==> config.mk <==
export PLATFORM = sky130hd
export DESIGN_NAME = uart_rx_block_flat
export DESIGN_NICKNAME = d
export VERILOG_FILES = /design/src/rtl/uart_rx_block_if.sv /design/src/rtl/uart_rx_block.sv /design/src/flat_wrapper.sv
export SDC_FILE = /design/constraint.sdc
export NUM_CORES = 1
export LEC_CHECK = 0
export BUFFER_PORTS_ARGS = -buffer_cell sky130_fd_sc_hd__buf_4
export CAP_MARGIN = 20
export CORE_MARGIN = 2
export CORE_UTILIZATION = 45
export CTS_CLUSTER_DIAMETER = 150
export DETAILED_ROUTE_END_ITERATION = 10
export GPL_ROUTABILITY_DRIVEN = 0
export PLACE_DENSITY = 0.73
export REMOVE_ABC_BUFFERS = 1
export SETUP_SLACK_MARGIN = 0.02
export SLEW_MARGIN = 25
export SYNTH_ARGS = -nofsm -noshare
export SYNTH_HDL_FRONTEND = slang
export SYNTH_SLANG_ARGS = --single-unit
==> constraint.sdc <==
create_clock -name clk -period 3.7 [get_ports clk]
set_input_delay 1.11 -clock clk [delete_from_list [all_inputs] [get_ports clk]]
set_output_delay 1.11 -clock clk [all_outputs]
set_load 0.03 [all_outputs]
==> src/rtl/uart_rx_block_if.sv <==
`default_nettype none
// ============================================================================
// Module   : uart_rx_block_if
// Purpose  : Bundles the serial input and the block-level outputs of the
//            UART block receiver.
// Ports    : rx         - serial line, idle high
//            data       - last complete 128-bit block
//            data_valid - one-cycle pulse when data has been updated
//            busy       - a block is partially received
//            frame_err  - sticky bad-stop-bit flag
// Modports : master - drives rx, observes the receiver outputs
//            slave  - the receiver itself
// Revision : 1.0 - initial release
// ============================================================================
interface uart_rx_block_if;
  logic         rx;
  logic [127:0] data;
  logic         data_valid;
  logic         busy;
  logic         frame_err;

  modport master (output rx, input data, data_valid, busy, frame_err);
  modport slave  (input rx, output data, data_valid, busy, frame_err);
endinterface
`default_nettype wire

==> src/rtl/uart_rx_block.sv <==
`default_nettype none
// ============================================================================
// Module   : uart_rx_block
// Purpose  : UART receiver (1 start, 8 data LSB first, 2 stop, idle high)
//            that reassembles one 128-bit block from 16 consecutive bytes.
//            The first byte received lands in data[127:120].
// Ports    : clk   - system clock, rising edge
//            reset - asynchronous active-low reset
//            bus   - uart_rx_block_if.slave (rx, data, data_valid, busy,
//                    frame_err)
// Options  : RX_TIMEOUT_EN - when defined, a partial block is discarded
//            after TIMEOUT_BITS bit times of inter-byte silence.
// Revision : 1.0 - initial release
// ============================================================================
module uart_rx_block #(
  parameter int CLOCK_PER_BIT = 10417,
  parameter int HALF_BIT      = CLOCK_PER_BIT / 2,
  parameter int TIMEOUT_BITS  = 40
) (
  input  wire logic      clk,
  input  wire logic      reset,
  uart_rx_block_if.slave bus
);

  localparam int CNT_W = $clog2(CLOCK_PER_BIT);
  localparam logic [CNT_W-1:0] LAST_CNT = CNT_W'(CLOCK_PER_BIT - 1);
  localparam logic [CNT_W-1:0] HALF_CNT = CNT_W'(HALF_BIT - 1);

  typedef enum logic [1:0] {
    IDLE  = 2'd0,
    START = 2'd1,
    DATA  = 2'd2,
    STOP  = 2'd3
  } state_t;

  state_t           state_q, state_d;
  logic [1:0]       sync_q, sync_d;
  logic             armed_q, armed_d;
  logic [CNT_W-1:0] cnt_q, cnt_d;
  logic [2:0]       bit_cnt_q, bit_cnt_d;
  logic [3:0]       byte_cnt_q, byte_cnt_d;
  logic [7:0]       shift_q, shift_d;
  logic [119:0]     staging_q, staging_d;
  logic [127:0]     data_q, data_d;
  logic             data_valid_q, data_valid_d;
  logic             frame_err_q, frame_err_d;

  logic             rx_s;
  logic             start_edge;
  logic [6:0]       slot_lsb;

  // Byte n of the block occupies staging bits [119-8n -: 8].
  assign slot_lsb = {4'd14 - byte_cnt_q, 3'b000};
  assign sync_d   = {sync_q[0], bus.rx};
  assign rx_s     = sync_q[1];

`ifdef RX_TIMEOUT_EN
  localparam int GAP_LIMIT = TIMEOUT_BITS * CLOCK_PER_BIT;
  localparam int GAP_W     = $clog2(GAP_LIMIT);
  localparam logic [GAP_W-1:0] GAP_LAST = GAP_W'(GAP_LIMIT - 1);
  logic [GAP_W-1:0] gap_q, gap_d;
`else
  logic unused_timeout_bits;
  assign unused_timeout_bits = (TIMEOUT_BITS > 0);
`endif

  always_comb begin
    state_d      = state_q;
    cnt_d        = cnt_q;
    bit_cnt_d    = bit_cnt_q;
    byte_cnt_d   = byte_cnt_q;
    shift_d      = shift_q;
    staging_d    = staging_q;
    data_d       = data_q;
    data_valid_d = 1'b0;
    frame_err_d  = frame_err_q;
    // A start is only accepted once the line has been seen high, so a line
    // stuck low after a framing error cannot retrigger reception.
    armed_d      = armed_q | rx_s;
    start_edge   = 1'b0;

    case (state_q)
      IDLE: begin
        cnt_d     = '0;
        bit_cnt_d = '0;
        if (!rx_s && armed_q) begin
          start_edge = 1'b1;
          state_d    = START;
        end
      end
      START: begin
        if (cnt_q == HALF_CNT) begin
          cnt_d   = '0;
          state_d = rx_s ? IDLE : DATA;
        end else begin
          cnt_d = cnt_q + CNT_W'(1);
        end
      end
      DATA: begin
        if (cnt_q == LAST_CNT) begin
          cnt_d            = '0;
          shift_d[bit_cnt_q] = rx_s;
          if (bit_cnt_q == 3'd7) begin
            bit_cnt_d = '0;
            state_d   = STOP;
          end else begin
            bit_cnt_d = bit_cnt_q + 3'd1;
          end
        end else begin
          cnt_d = cnt_q + CNT_W'(1);
        end
      end
      STOP: begin
        if (cnt_q == LAST_CNT) begin
          cnt_d   = '0;
          state_d = IDLE;
          if (rx_s) begin
            if (byte_cnt_q == 4'd15) begin
              data_d       = {staging_q, shift_q};
              data_valid_d = 1'b1;
              frame_err_d  = 1'b0;
              byte_cnt_d   = '0;
            end else begin
              staging_d[slot_lsb +: 8] = shift_q;
              byte_cnt_d               = byte_cnt_q + 4'd1;
            end
          end else begin
            frame_err_d = 1'b1;
            byte_cnt_d  = '0;
            armed_d     = 1'b0;
          end
        end else begin
          cnt_d = cnt_q + CNT_W'(1);
        end
      end
      default: begin
        state_d = IDLE;
        cnt_d   = '0;
      end
    endcase

`ifdef RX_TIMEOUT_EN
    // Silence between bytes of a partial block; any start edge restarts it.
    gap_d = '0;
    if (state_q == IDLE && byte_cnt_q != 4'd0 && !start_edge) begin
      if (gap_q == GAP_LAST) begin
        byte_cnt_d = '0;
        staging_d  = '0;
      end else begin
        gap_d = gap_q + GAP_W'(1);
      end
    end
`endif
  end

  always_ff @(posedge clk or negedge reset) begin
    if (!reset) begin
      state_q      <= IDLE;
      sync_q       <= 2'b11;
      armed_q      <= 1'b0;
      cnt_q        <= '0;
      bit_cnt_q    <= '0;
      byte_cnt_q   <= '0;
      shift_q      <= '0;
      staging_q    <= '0;
      data_q       <= '0;
      data_valid_q <= 1'b0;
      frame_err_q  <= 1'b0;
    end else begin
      state_q      <= state_d;
      sync_q       <= sync_d;
      armed_q      <= armed_d;
      cnt_q        <= cnt_d;
      bit_cnt_q    <= bit_cnt_d;
      byte_cnt_q   <= byte_cnt_d;
      shift_q      <= shift_d;
      staging_q    <= staging_d;
      data_q       <= data_d;
      data_valid_q <= data_valid_d;
      frame_err_q  <= frame_err_d;
    end
  end

`ifdef RX_TIMEOUT_EN
  always_ff @(posedge clk or negedge reset) begin
    if (!reset) begin
      gap_q <= '0;
    end else begin
      gap_q <= gap_d;
    end
  end
`endif

  assign bus.data       = data_q;
  assign bus.data_valid = data_valid_q;
  assign bus.frame_err  = frame_err_q;
  assign bus.busy       = (byte_cnt_q != 4'd0) || (state_q != IDLE);

endmodule
`default_nettype wire

==> src/flat_wrapper.sv <==
// flat-port wrapper written by rule: the top's interface ports become plain ports
module uart_rx_block_flat 
#(
  parameter int CLOCK_PER_BIT = 10417,
  parameter int HALF_BIT      = CLOCK_PER_BIT / 2,
  parameter int TIMEOUT_BITS  = 40
)
  (clk, reset, bus_rx, bus_data, bus_data_valid, bus_busy, bus_frame_err);
  uart_rx_block_if bus_i ();
  input  wire logic clk;
  input  wire logic reset;
  input wire logic [$bits(bus_i.rx)-1:0] bus_rx;
  output wire logic [$bits(bus_i.data)-1:0] bus_data;
  output wire logic [$bits(bus_i.data_valid)-1:0] bus_data_valid;
  output wire logic [$bits(bus_i.busy)-1:0] bus_busy;
  output wire logic [$bits(bus_i.frame_err)-1:0] bus_frame_err;
  assign bus_i.rx = bus_rx;
  assign bus_data = bus_i.data;
  assign bus_data_valid = bus_i.data_valid;
  assign bus_busy = bus_i.busy;
  assign bus_frame_err = bus_i.frame_err;
  uart_rx_block #(.CLOCK_PER_BIT(CLOCK_PER_BIT), .HALF_BIT(HALF_BIT), .TIMEOUT_BITS(TIMEOUT_BITS)) u_core (.clk(clk), .reset(reset), .bus(bus_i));
endmodule
After elaboration in Yosys (flattened, before gate mapping) --
Cells that the tools add are included.
Cells by class: multiply operators 0, equality and inequality tests 13, bitwise logic cells 2, divide/modulo/power cells 0, reduce and logical (&&, ||, !) cells 16, $lt $le $gt $ge 2, shift-type cells 2, add/subtract/negate cells 5, muxes and demuxes 28
Operator list (count):
- $bwmux W120 | 1
- $shift A8 B9 Y120 const A | 1
- $shiftx A8 B9 Y120 | 1
- $pmux W14 S3 | 1
- $mux W14 | 2
- $add A14 B1 Y14 const B | 1
- $eq A14 B13 Y1 const B | 1
- $eq A14 B14 Y1 const B | 1
- $mux W2 | 6
- $mux W1 | 10
- $ne A2 B1 Y1 const B | 5
- $neg A7 Y9 | 1
- $bwmux W8 | 1
- $mux W4 | 2
- $pmux W2 S4 | 1
- $reduce_and A4 Y1 | 2
- $mux W3 | 2
- $pmux W3 S2 | 1
- $reduce_and A2 Y1 | 3
- $reduce_and A5 Y1 | 1
- $add A4 B1 Y4 const B | 1
- $eq A2 B2 Y1 const B | 2
- $eq A4 B4 Y1 const B | 1
- $lt A3 B4 Y1 const B | 1
- 17 further kinds | 19
Word-level totals: logic and storage cells 79, bits in read-only memories 0, latch bits 0, memories 0, RAM bits 0, output and inout bits 131, flip-flop bits (word level) 284

Logic depth before layout (Yosys ltp) --
Gate-level depths: netlist of the first run.
depth in word-level cells 5, depth in mapped cells 11, gate-level depth less buffers 8

Least setup slack after synthesis of the first run --
Ideal clock, no wire load.
kind reg-to-reg, start point register u_core.byte_cnt_q[0], end point register u_core.staging_q[100], stages on the path, launching flop included 10, buffers on the path 1, data arrival time 2464 ps, clock period less this slack 2589 ps, setup slack 1111 ps, cells stage by stage dfrtp_1 inv_1 ha_1 nand2b_1 nor3b_1 o31a_1 or2_1 buf_4 nor2_2 mux2_2
On the way: longest elaborated chain between the ends 4
RTL lines:
- start: declaration | line uart_rx_block.sv:41 | logic [3:0] byte_cnt_q, byte_cnt_d;
- start signal: assignment | line uart_rx_block.sv:175 | byte_cnt_q <= byte_cnt_d;
- $sub A4 B4 Y4 | line uart_rx_block.sv:53 | assign slot_lsb = {4'd14 - byte_cnt_q, 3'b000};
- $neg A7 Y9 | line uart_rx_block.sv:124 | staging_d[slot_lsb +: 8] = shift_q;
- $shiftx A8 B9 Y120 or $shift A8 B9 Y120 (tied branches) | line uart_rx_block.sv:124
- $bwmux W120 | line uart_rx_block.sv:124
- end signal: assignment | line uart_rx_block.sv:177 | staging_q <= staging_d;
- end: declaration | line uart_rx_block.sv:43 | logic [119:0] staging_q, staging_d;
Parallel ways exist; a longest one is shown, timed or not. A chain may end at the register's enable or synchronous reset.

Worst setup path in the final report of the first run --
start point register u_core.byte_cnt_q[0], end point register u_core.staging_q[115]
Same word-level chain as after synthesis.

==> results of run 1 <==
-- layer usage --
layer / part of all wire, % / GRT usage (%) / up-vias / wire length [um]
met5: 0 / 0 / - / 0
met4: 1.6 / 4.023 / 0 / 402
met3: 5.5 / 2.903 / 37 / 1347
met2: 48 / 30.81 / 201 / 11880
met1: 45 / 26.52 / 3609 / 10950
li1: - / - / 3396 / -
-- state kept, by name, indices dropped and copies added (netlist names), named ones only --
register               flops
u_core.bus.data          128
u_core.armed_q             1
u_core.bus.data_valid      1
u_core.staging_q         120
u_core.state_q             1
u_core.shift_q             8
u_core.cnt_q              14
u_core.bit_cnt_q           3
u_core.byte_cnt_q          4
u_core.sync_q              2
u_core.bus.frame_err       1
-- final timing paths --
path | from | to | slack [ns] | cells past startpoint
max in group asynchronous | reset | u_core.bus.data[1]$_DFFE_PN0P_ | 2.16 | 2
min | u_core.sync_q[0]$_DFF_PN1_ | u_core.sync_q[1]$_DFF_PN1_ | 0.35 | 0
max reg2reg | u_core.byte_cnt_q[0]$_DFFE_PN0P_ | u_core.staging_q[115]$_DFFE_PN0P_ | 0.47 | 8
max | u_core.byte_cnt_q[0]$_DFFE_PN0P_ | u_core.staging_q[115]$_DFFE_PN0P_ | 0.47 | 8
min in group asynchronous | reset | u_core.staging_q[56]$_DFFE_PN0P_ | 0.58 | 1
min reg2reg | u_core.sync_q[0]$_DFF_PN1_ | u_core.sync_q[1]$_DFF_PN1_ | 0.35 | 0
-- power breakdown --
group          switching (W)  total (W)  internal (W)
combinational       0.000141   0.000211     0.0000700
sequential         0.0000656    0.00321       0.00314
clock                0.00118    0.00278       0.00160
-- through the flow --
step / instances / area [sq um]
after floorplan: 835 / 11100
after global placement: 1317 / 12720
after detailed placement: 1317 / 12720
after CTS: 1368 / 13630
after global routing: 1368 / 13640
final: 1368 / 13640
-- layout make-up --
type	instances	area, sq um	area share (%)
clock buffer	42	854.6	6.265
inverter	6	22.52	0.1651
tap	330	412.9	3.027
multi-input combinational	545	3985	29.21
clock inverter	9	57.56	0.4219
sequential	284	7109	52.12
timing repair buffer	152	1199	8.787
-- layout by cell type (no fill, tap or decap), drive strengths merged, types with 2 or more instances in the layout --
cell,netlist,routed
dfrtp,282,282
mux2,165,165
buf,21,152
o21ai,114,114
nand2,105,105
clkbuf,34,42
o31ai,27,27
nor2,27,27
nand3,14,14
xor2,11,11
ha,11,11
inv,6,8
nor3,6,6
o2111ai,6,6
nor4,6,6
a21oi,5,5
or3,5,5
a22o,5,5
clkinv,0,5
or2,5,5
nor2b,4,4
nand2b,4,4
xnor2,3,3
nand4b,2,2
nor4bb,2,2
nor3b,2,2
and2,2,2
clkinvlp,0,2
dfstp,2,2
-- cells by family after synthesis --
family | count (synthesis) | share of synthesized area [%]
multiplexers | 165 | 16.41
adder cells (fa/ha/maj) | 11 | 1.215
flip-flops | 284 | 62.77
XOR/XNOR | 14 | 1.083
AO/OA/AOI/OAI | 164 | 8.396
buffers and inverters | 61 | 2.154
AND/OR/NAND/NOR | 191 | 7.976
==> flow_summary.yaml, run 1 <==
status:
  outcome: "complete, no violations"
worst_hold_path:
  hold_path_class: "reg -> reg"
clocking:
  post_cts_resize_count: 0
  insertion_delay_ns: 0.55
  tritoncts: "yes"
  cts_htree_levels: 1
  cts_hold_buf: 0
  cts_setup_buffers: 0
  cts_buffers: 29
  cts-root-buf: "clkbuf_16"
  path_clk_slew_ns: 0.06
  cts_sinks: 284
  cts_max_path_buffers: 3
timing:
  fin_crit_ns: 3.232
  fin_crit_sh_pct: 87.34
  slew_headroom_pct: 51.88
  drv_slew: 0
  finalSetupTns_ns: 0
  worst_slack_ns: 0.4684
  worst_slew_pin_slew_ns: 0.7218
  setup_viol: 0
  hold_viol: 0
  rsz0062_at_grt: "false"
  fmax_mhz: 309.4
  holdWs_ns: 0.3549
  fin_worst_skew_ns: 0.02189
grt:
  antenna_found_initial: 0
  grt_max_degree: 93
  gr-total-overflow: 0
  grt_pass1_wl_mm: 39.91
  grt_pass1_vias: 7266
  grt_usage_pct: 18.71
finish:
  antenna_cells: 0
  fin_nets: 1032
  final_core_util_pct: 54.64
  area_growth_pct: 20.44
  fillers: 2090
  drive_above_1_share_pct: 35.93
drt:
  drtAntennaViolNets: 0
  first_iter_violations: 404
  avgRoutedWirePerCell_um: 17.96
  routed_wl_mm: 24.57
  remaining_drc_errors: 0
  drt-vias-per-instance: 5.295
  dr.pass1.iters: 5
  via_count: 7243
synthesis:
  synth_top_cell_area_share_pct: 62.31
  synth-seq-cells: 284
  syn_inst: 890
  yosysMostFrequentCell: "dfrtp_1"
  async_flop_share_pct: 100.0
  netlist_area_sq_um: 11330
  synth_warnings: 0
  synth.distinct_cells: 49
  synth_area_leader_cell: "dfrtp_1"
  synth.yosys.seq_area_share_pct: 62.77
  synth_edf_count: 0
  synth-main-ff-cell: "dfrtp_1"
  synth_commonest_cells: "dfrtp_1, mux2_2, nand2_1"
  synth_area_leaders: "dfrtp_1, mux2_2, o21ai_0, nand2_1, o31ai_1"
  post_synth.cell_area_avg_sq_um: 12.73
die:
  num_io_pins: 134
  rows: 58
  start_util_pct: 45.37
  core-area_sq_um: 24960
  dieArea_sq_um: 26450
  die_w_um: 162.6
  fp.dieH_um: 162.6
worst_setup_path:
  worstSetupPathType: "reg -> reg"
  critPathArrivalTime_ns: 3.63
  path_buf_inv: 1
  cpMostUsedCell: "or2_1"
  cp_cell_sequence: "ha_1, xor2_1, a22oi_1, nor4_2, or2_1, buf_4, or2_1, o21ai_0"
  critPathCaptureType: "register"
  crit_fanout: 45
  crit_family: "simple AND/OR/NAND/NOR gates"
  slowest_stage: "nor4_2"
  startpoint_type: "register"
  cp.required_ns: 4.10
  critPathMaxStageDelay_ns: 0.58
flow_run:
  maxCapViolCount: 0
pwr:
  power.total_w: 0.006196
  leakagePower_nw: 6.655
  ir_drop_mv: 0.2733
  p_per_area_nw_per_um2: 454.2
placement:
  dp_slack_ns: 0.6030
  portBuffers: 133
  hpwl_mm: 16.24
Note: power is estimated with default switching activity, not from simulation.
==> inputs of run 2 (changes only) <==
--- a/config.mk
+++ b/config.mk
@@ -5,6 +5,7 @@
 export SDC_FILE = /design/constraint.sdc
 export NUM_CORES = 1
 export LEC_CHECK = 0
+export ABC_AREA = 1
 export BUFFER_PORTS_ARGS = -buffer_cell sky130_fd_sc_hd__buf_4
 export CAP_MARGIN = 20
 export CORE_MARGIN = 2
==> run 2 against run 1 <==
Compared with the run above:
- total power rose by 11%
- critical path depth down 4
- cell area rose by 10%
- maximum frequency decreased by 1.1%
- synthesized cell count increased by 75%
- core utilization decreased by 0.41 points
- sequential cell count is the same
- wire length up 26%
- via count is 48% higher
- critical path type is now reg -> out
- largest power group is now clock
==> flow_summary.yaml, run 2 <==
pwr:
  leakagePower_nw: 8.466
  seq_power_share_pct: 46.4
  ir_drop_mv: 0.3390
  combinationalPowerShare_pct: 5.0
  clkPwrFrac_pct: 48.6
  p_per_area_nw_per_um2: 455.4
  power.switching_w: 0.001559
  swShare_pct: 22.72
  cellInternalPower_w: 0.005302
timing:
  hold_viol: 0
  worst_slack_ns: 0.4309
  fin_crit_ns: 3.269
  slew_headroom_pct: 47.62
  fmax_mhz: 305.9
  fin_crit_sh_pct: 88.35
  setup_viol: 0
  rsz0062_at_grt: "false"
  fin_worst_skew_ns: 0.01072
  drv_slew: 0
  finalSetupTns_ns: 0
  worst_slew_pin_slew_ns: 0.7831
placement:
  hpwl_mm: 21.26
  dp_slack_ns: 0.6042
  portBuffers: 133
clocking:
  tritoncts: "yes"
  cts_hold_buf: 0
  cts-root-buf: "clkbuf_16"
  post_cts_resize_count: 0
  path_clk_slew_ns: 0.06
  cts_htree_levels: 1
  cts_setup_buffers: 0
  cts_buffers: 30
  insertion_delay_ns: 0.56
  cts_sinks: 284
  cts_max_path_buffers: 3
worst_setup_path:
  worstSetupPathType: "reg -> out"
  startpoint_type: "register"
  critPathArrivalTime_ns: 2.16
  cp.required_ns: 2.59
  critPathCaptureType: "output port"
  crit_fanout: 16
drt:
  routed_wl_mm: 30.94
  avgRoutedWirePerCell_um: 14.89
  remaining_drc_errors: 0
  via_count: 10693
  drt-vias-per-instance: 5.146
  dr.pass1.iters: 8
  drtAntennaViolNets: 0
  first_iter_violations: 1074
finish:
  final_core_util_pct: 54.23
  area_growth_pct: 18.68
  final_common_cell: "nand2_1"
  layout_common_cells: "nand2_1, dfrtp_1, buf_4"
  fillers: 2546
  fin_nets: 1690
  drive_above_1_share_pct: 14.18
  antenna_cells: 0
  largest_register_ffs: 128
status:
  outcome: "complete, no violations"
die:
  start_util_pct: 45.70
  num_io_pins: 134
  fp.dieH_um: 172.0
  dieArea_sq_um: 29570
  rows: 61
  core-area_sq_um: 27780
  die_w_um: 172.0
synthesis:
  synth_warnings: 0
  synth.yosys.seq_area_share_pct: 56.00
  synth_edf_count: 0
  synth_commonest_cells: "nand2_1, dfrtp_1, nor2_1"
  yosysMostFrequentCell: "nand2_1"
  syn_inst: 1561
  synth_area_leader_cell: "dfrtp_1"
  post_synth.cell_area_avg_sq_um: 8.133
  async_flop_share_pct: 100.0
  synth_top_cell_area_share_pct: 55.58
  synth_area_leaders: "dfrtp_1, nand2_1, nand3_1, nor2_1, nand4_1"
  netlist_area_sq_um: 12700
  synth.distinct_cells: 32
  synth-main-ff-cell: "dfrtp_1"
  synth-seq-cells: 284
grt:
  gr-total-overflow: 0
  antenna_found_initial: 0
  grt_pass1_vias: 10222
  grt_max_degree: 88
  grt_usage_pct: 21.17
  grt_pass1_wl_mm: 51.23
flow_run:
  maxCapViolCount: 0
worst_hold_path:
  hold_path_class: "reg -> reg"
[run 2: cell count changes after synthesis, moves of 24 or more]
cell     before  now
nand2_1     105  702
inv_1         6   91
nand3_1      14   99
o21ai_1      24    0
nor2_1       26  122
o31ai_1      27    0
nand4_1       1   70
o21ai_0      90   44
mux2_2      165    0
[run 2: power by group through the flow]
| stage | clock network, W | registers, W | logic [W] |
|---|---|---|---|
| final | 0.00333 | 0.00319 | 0.000344 |
| after global routing | 0.00350 | 0.00319 | 0.000402 |
| after CTS | 0.00338 | 0.00319 | 0.000347 |
| after detailed placement | 0 | 0.00324 | 0.000345 |
| after global placement | 0 | 0.00324 | 0.000336 |
| after floorplan | 0 | 0.00323 | 0.000209 |
[run 2: through the flow]
stage	instances	total power, W	instance area (sq um)	hold slack (ns)
5_1_grt	2078	0.007095	15070	0.3550
3_3_place_gp	2022	0.003575	13960	0.3461
3_5_place_dp	2022	0.003587	13960	0.3488
2_1_floorplan	1492	0.003441	12290	0.3452
4_1_cts	2078	0.006909	15070	0.3534
6_report	2078	0.006861	15070	0.3526
[run 2: kinds of logic (layout without fill, tap and decap cells)]
logic type               Yosys count  after routing  share of synthesized area, %
XOR/XNOR                           4              4                        0.2760
AND/OR/NAND/NOR                 1036           1036                         34.27
AO/OA/AOI/OAI                     55             55                         2.198
adder cells (fa/ha/maj)           11             11                         1.084
buffers and inverters            171            310                         6.179
flip-flops                       284            284                         56.00
[run 2: path summary, 6_finish.rpt]
kind	start	endpoint	cells after the start	slack, ns
min reg2reg	u_core.sync_q[0]$_DFF_PN1_	u_core.sync_q[1]$_DFF_PN1_	0	0.35
max	u_core.byte_cnt_q[0]$_DFFE_PN0P_	bus_busy	4	0.43
max in group asynchronous	reset	u_core.staging_q[75]$_DFFE_PN0P_	2	2.36
min	u_core.sync_q[0]$_DFF_PN1_	u_core.sync_q[1]$_DFF_PN1_	0	0.35
max reg2reg	u_core.byte_cnt_q[0]$_DFFE_PN0P_	u_core.staging_q[116]$_DFFE_PN0P_	12	0.47
min in group asynchronous	reset	u_core.bus.data[42]$_DFFE_PN0P_	1	0.49
[run 2: layout make-up]
cell class              instances  area, sq um  area share, %
repair buffers                152         1174          7.789
clock inverters                19        292.8          1.943
clock buffers                  37        818.3          5.431
flip-flops and latches        284         7109          47.18
inverters                     102        382.9          2.541
multi-input cells            1106         4817          31.97
well taps                     378        473.0          3.139
[run 2: layer usage]
metal,wire length (um),global-route usage (%)
met2,14440,34.54
met3,1859,3.525
met1,13830,29.42
met5,0,0
met4,804,5.809
[run 2: worst max-delay path, stage by stage (launching register included)]
cell and delay, ns:
dfrtp_1 0.56, inv_2 0.28, ha_1 0.29, nand4_1 0.23
buf_4 0.24
